### src/rtl/apb_req_arb.sv
// Round-robin arbiter that funnels NREQ requesters onto a single APB master port,
// with an optional pready timeout that completes the transfer with an error.
module apb_req_arb #(
  parameter int unsigned NREQ  = 2,
  parameter int unsigned AW    = 12,
  parameter int unsigned DW    = 32,
  parameter int unsigned TOCNT = 16
) (
  input  logic                 pclk,
  input  logic                 reset,
  input  logic [NREQ-1:0]      req,
  input  logic [NREQ-1:0]      req_wr,
  input  logic [NREQ*AW-1:0]   req_addr,
  input  logic [NREQ*DW-1:0]   req_wdata,
  output logic [NREQ-1:0]      ack,
  output logic                 ack_err,
  output logic [DW-1:0]        ack_rdata,
  output logic                 psel,
  output logic                 penable,
  output logic                 pwrite,
  output logic [AW-1:0]        paddr,
  output logic [DW-1:0]        pwdata,
  output logic [DW/8-1:0]      pstrb,
  input  logic [DW-1:0]        prdata,
  input  logic                 pready,
  input  logic                 pslverr
);

  localparam int unsigned GW = $clog2(NREQ);
  localparam int unsigned CW = (TOCNT > 0) ? $clog2(TOCNT + 1) : 1;
  localparam int unsigned SW = DW / 8;

  typedef enum logic [1:0] {IDLE, SETUP, ACCESS} state_e;

  state_e          state_q, state_d;
  logic [GW-1:0]   grant_q, grant_d;
  logic [GW-1:0]   prio_q, prio_d;
  logic            wr_q, wr_d;
  logic [AW-1:0]   addr_q, addr_d;
  logic [DW-1:0]   wdata_q, wdata_d;
  logic [SW-1:0]   strb_q, strb_d;
  logic [CW-1:0]   cnt_q, cnt_d;
  logic            psel_q, psel_d;
  logic            penable_q, penable_d;
  logic [NREQ-1:0] ack_q, ack_d;
  logic            ack_err_q, ack_err_d;
  logic [DW-1:0]   ack_rdata_q, ack_rdata_d;

  logic [NREQ-1:0] elig;
  logic            found;
  logic [GW-1:0]   win;
  logic [GW-1:0]   cand;
  logic [AW-1:0]   addr_arr  [NREQ];
  logic [DW-1:0]   wdata_arr [NREQ];

  for (genvar g = 0; g < NREQ; g++) begin : g_unpack
    assign addr_arr[g]  = req_addr[g*AW +: AW];
    assign wdata_arr[g] = req_wdata[g*DW +: DW];
  end

  // Requester index at a given offset from the current priority pointer, wrapping at NREQ.
  function automatic logic [GW-1:0] rr_idx(input logic [GW-1:0] base, input int unsigned off);
    int unsigned s;
    s = 32'(base) + off;
    if (s >= NREQ) s = s - NREQ;
    return GW'(s);
  endfunction

  // A requester being acked this cycle still shows its old req level, so mask it out.
  assign elig = req & ~ack_q;

  always_comb begin
    state_d     = state_q;
    grant_d     = grant_q;
    prio_d      = prio_q;
    wr_d        = wr_q;
    addr_d      = addr_q;
    wdata_d     = wdata_q;
    strb_d      = strb_q;
    cnt_d       = cnt_q;
    ack_d       = '0;
    ack_err_d   = 1'b0;
    ack_rdata_d = '0;
    found       = 1'b0;
    win         = '0;
    cand        = '0;

    for (int unsigned i = 0; i < NREQ; i++) begin
      cand = rr_idx(prio_q, i);
      if (!found && elig[cand]) begin
        found = 1'b1;
        win   = cand;
      end
    end

    case (state_q)
      IDLE: begin
        if (found) begin
          state_d = SETUP;
          grant_d = win;
          prio_d  = rr_idx(win, 1);
          wr_d    = req_wr[win];
          addr_d  = addr_arr[win];
          wdata_d = wdata_arr[win];
          strb_d  = req_wr[win] ? '1 : '0;
          cnt_d   = '0;
        end
      end
      SETUP: state_d = ACCESS;
      ACCESS: begin
        if (pready) begin
          state_d            = IDLE;
          ack_d[grant_q]     = 1'b1;
          ack_err_d          = pslverr;
          ack_rdata_d        = wr_q ? '0 : prdata;
        end else if (TOCNT != 0 && cnt_q == CW'(TOCNT - 1)) begin
          state_d            = IDLE;
          ack_d[grant_q]     = 1'b1;
          ack_err_d          = 1'b1;
        end else begin
          cnt_d = cnt_q + CW'(1);
        end
      end
      default: state_d = IDLE;
    endcase

    psel_d    = (state_d != IDLE);
    penable_d = (state_d == ACCESS);
  end

  always_ff @(posedge pclk or posedge reset) begin
    if (reset) begin
      state_q     <= IDLE;
      grant_q     <= '0;
      prio_q      <= '0;
      wr_q        <= 1'b0;
      addr_q      <= '0;
      wdata_q     <= '0;
      strb_q      <= '0;
      cnt_q       <= '0;
      psel_q      <= 1'b0;
      penable_q   <= 1'b0;
      ack_q       <= '0;
      ack_err_q   <= 1'b0;
      ack_rdata_q <= '0;
    end else begin
      state_q     <= state_d;
      grant_q     <= grant_d;
      prio_q      <= prio_d;
      wr_q        <= wr_d;
      addr_q      <= addr_d;
      wdata_q     <= wdata_d;
      strb_q      <= strb_d;
      cnt_q       <= cnt_d;
      psel_q      <= psel_d;
      penable_q   <= penable_d;
      ack_q       <= ack_d;
      ack_err_q   <= ack_err_d;
      ack_rdata_q <= ack_rdata_d;
    end
  end

  assign ack       = ack_q;
  assign ack_err   = ack_err_q;
  assign ack_rdata = ack_rdata_q;
  assign psel      = psel_q;
  assign penable   = penable_q;
  assign pwrite    = wr_q;
  assign paddr     = addr_q;
  assign pwdata    = wdata_q;
  assign pstrb     = strb_q;

endmodule

### config.mk
export PLATFORM = sky130hd
export DESIGN_NAME = apb_req_arb
export DESIGN_NICKNAME = d
export VERILOG_FILES = /design/src/rtl/apb_req_arb.sv
export SDC_FILE = /design/constraint.sdc
export NUM_CORES = 1
export LEC_CHECK = 0
export CAP_MARGIN = 20
export CORE_ASPECT_RATIO = 0.9
export CORE_MARGIN = 2
export CORE_UTILIZATION = 40
export DETAILED_ROUTE_END_ITERATION = 6
export PLACE_DENSITY = 0.95
export SLEW_MARGIN = 0
export SYNTH_ARGS = -nofsm -noshare
export SYNTH_HDL_FRONTEND = slang
export SYNTH_SLANG_ARGS = --single-unit
### constraint.sdc
create_clock -name pclk -period 9.7 [get_ports pclk]
set_input_delay 2.91 -clock pclk [delete_from_list [all_inputs] [get_ports pclk]]
set_output_delay 2.91 -clock pclk [all_outputs]
set_load 0.02 [all_outputs]
==> flow_summary.json <==
{
  "yosys_warnings": 0,
  "worst_clock_skew_ns": 0.00927,
  "cts_buffer_depth": 2,
  "finish.utilization_pct": 69.4,
  "p_int_mw": 1.01,
  "maxCapViolCount": 0,
  "dp_hpwl_mm": 8.27,
  "rrSetupSlack_ns": 7.40,
  "cellLeakagePower_nw": 2.75,
  "period_share_pct": 50.6,
  "pwr-share-seq_pct": 36.1,
  "status": "finished, final reports clean",
  "fin_setup_tns_ns": 0,
  "seq_area_frac_synth_pct": 64.3,
  "first_global_vias": 3236,
  "rr_endpoint": "paddr[8]",
  "p_sw_mw": 0.605,
  "ios": 214,
  "synth_area_leaders": "dfrtp_1, a222oi_1, and2_1, inv_1, buf_2",
  "dr.pass1.iters": 7,
  "post-synth-top-area-cell": "dfrtp_1",
  "endpoint": "paddr[8]",
  "syn_avg_cell_area_um2": 12.7,
  "drive_above_1_share_pct": 6.11,
  "design_area_um2": 5950,
  "antenna_found_initial": 0,
  "fill_cells": 609,
  "ys_seq_elements": 91,
  "synth_cell_type_count": 30,
  "yosysTopAreaCellShare_pct": 64.3,
  "routed_wirelength_mm": 10.9,
  "syn_nets": 408,
  "hp-class": "flip-flop to flip-flop",
  "ys.flop_type": "dfrtp_1",
  "finalHoldViolCount": 0,
  "io_buffers": 213,
  "placed_area_um2": 5730,
  "h-tree-depth": 3,
  "fmax_ghz": 0.204,
  "gp_congestion": 0.791,
  "grt_pass1_wl_mm": 16.3,
  "layout_min_cycle_time_ns": 4.91,
  "antenna_cells": 0,
  "cp.required_ns": 9.98,
  "viasPerCell": 5.09,
  "die-area_um2": 9620,
  "syn-cell-area_um2": 3540,
  "die_y_um": 93.3,
  "mostFrequentLayoutCells": "clkdlybuf4s50_1, dfrtp_1, inv_1",
  "initialDrtViolationCount": 281,
  "postCtsSetupBuffers": 0,
  "route.detailed.drc": 0,
  "switching_share_pct": 37.6,
  "cts_hold_buf": 0,
  "crit_type": "primary input to flip-flop",
  "start_util_pct": 41.3,
  "synth_async_sr_flop_share_pct": 100,
  "row_count": 32,
  "syn-instance-count": 278,
  "clock_latency_ns": 0.35,
  "post_cts_resized": 0,
  "wl_per_cell_um": 17.8,
  "tightestPinTransition_ns": 1.07,
  "final_common_cell": "clkdlybuf4s50_1",
  "area_growth_pct": 68.0,
  "ant_nets": 0,
  "cts_tree": "built",
  "grtUsageTotal_pct": 22.3,
  "peakVddDrop_uv": 131,
  "reg2reg_from": "ack[0]",
  "power_frac_comb_pct": 47.9,
  "grt_max_degree": 92,
  "cts_made_buffers": 9,
  "crit_fanout": 29,
  "hold_depth": 1,
  "cp.arrival_ns": 5.19,
  "cp-start-kind": "primary input",
  "vias": 3103,
  "clock_sinks": 91,
  "end_kind": "flip-flop",
  "rsz0062_at_grt": "false",
  "startpoint": "req[0]",
  "die_w_um": 103,
  "pwr-share-clk_pct": 16.1,
  "path_clk_slew_ns": 0.08,
  "synth_edf_count": 0,
  "slew_headroom_pct": 28.5,
  "core-area_um2": 8570,
  "clock-root-buffer": "clkbuf_8",
  "grt_remaining_overflow": 0,
  "final_nets": 616,
  "r2r_cells": 5,
  "setup_viol": 0,
  "power_density_nw_per_um2": 271,
  "slew_violations": 0
}
[state kept, by name, summed over array words and instances (netlist names)]
name	flops
paddr	12
pstrb	1
psel	1
penable	1
ack_rdata	32
prio_q	1
ack	2
state_q	2
pwdata	32
ack_err	1
cnt_q	5
grant_q	1
[synthesized netlist by cell type, types with 2 or more instances]
cell,number
nor2_1,3
buf_4,4
a21o_1,2
nand2_1,2
buf_6,4
o21ai_1,7
clkbuf_1,2
buf_2,12
inv_2,2
and2_1,32
inv_1,49
nand3_1,6
a222oi_1,45
ha_1,2
dfrtp_1,91
[layout make-up]
cell class	instances	area, µm²	share of cell area, %
Sequential cell	91	2280	38.3
Clock inverter	5	61.3	1.03
Inverter	51	193	3.24
Timing Repair Buffer	219	2190	36.8
Tap cell	119	149	2.50
Multi-Input combinational cell	114	937	15.8
Clock buffer	11	141	2.38
[cell families (layout without fill, tap and decap cells)]
| logic type | after synthesis | after routing | synth area share (%) |
|---|---|---|---|
| simple gates | 52 | 52 | 9.26 |
| buf+inv | 73 | 286 | 9.43 |
| compound gates | 58 | 58 | 15.7 |
| fa+ha+maj | 2 | 2 | 0.707 |
| mux | 2 | 2 | 0.601 |
| flops | 91 | 91 | 64.3 |
[stage by stage]
stage	setup WS [ns]	hold slack, ns	power [mW]	cells
floorplan	4.43	0.428	1.01	278
global placement	4.54	0.444	1.33	593
detailed placement	4.44	0.482	1.36	593
CTS	4.82	0.489	1.62	609
global route	4.69	0.510	1.70	610
finish	4.79	0.492	1.61	610
[power by group through the flow]
stage | combinational (mW) | sequential [mW] | clock, mW
final | 0.771 | 0.581 | 0.259
after global routing | 0.825 | 0.596 | 0.279
after CTS | 0.778 | 0.582 | 0.265
after detailed placement | 0.774 | 0.589 | 0
after global placement | 0.749 | 0.577 | 0
after floorplan | 0.299 | 0.710 | 0
[how the worst min path moves through the flow]
| stage | start | end | slack (ns) |
|---|---|---|---|
| 2_1_floorplan | grant_q | ack[0] | 0.43 |
| 3_3_place_gp | grant_q | ack[0] | 0.44 |
| 3_5_place_dp | grant_q | ack[0] | 0.48 |
| 4_1_cts | grant_q | ack[0] | 0.49 |
| 5_1_grt | grant_q | ack[0] | 0.51 |
| 6_report | grant_q | ack[0] | 0.49 |
[metal layers]
metal	share of wire [%]	routed length (µm)	GRT usage [%]	vias to the layer above
met5	0	0	0	-
met4	0.69	75	5.04	0
met3	13	1420	10.8	6
met2	51	5580	40.3	175
met1	35	3800	23.1	1526
li1	-	-	-	1396
[worst max-delay path, cell delays in order]
cell and delay (ns):
clkdlybuf4s50_1 0.53, nand2b_4 0.07, a2111oi_4 0.95, buf_4 0.45, a222oi_1 0.15, inv_1 0.11
Note: power is estimated with default switching activity, not from simulation.
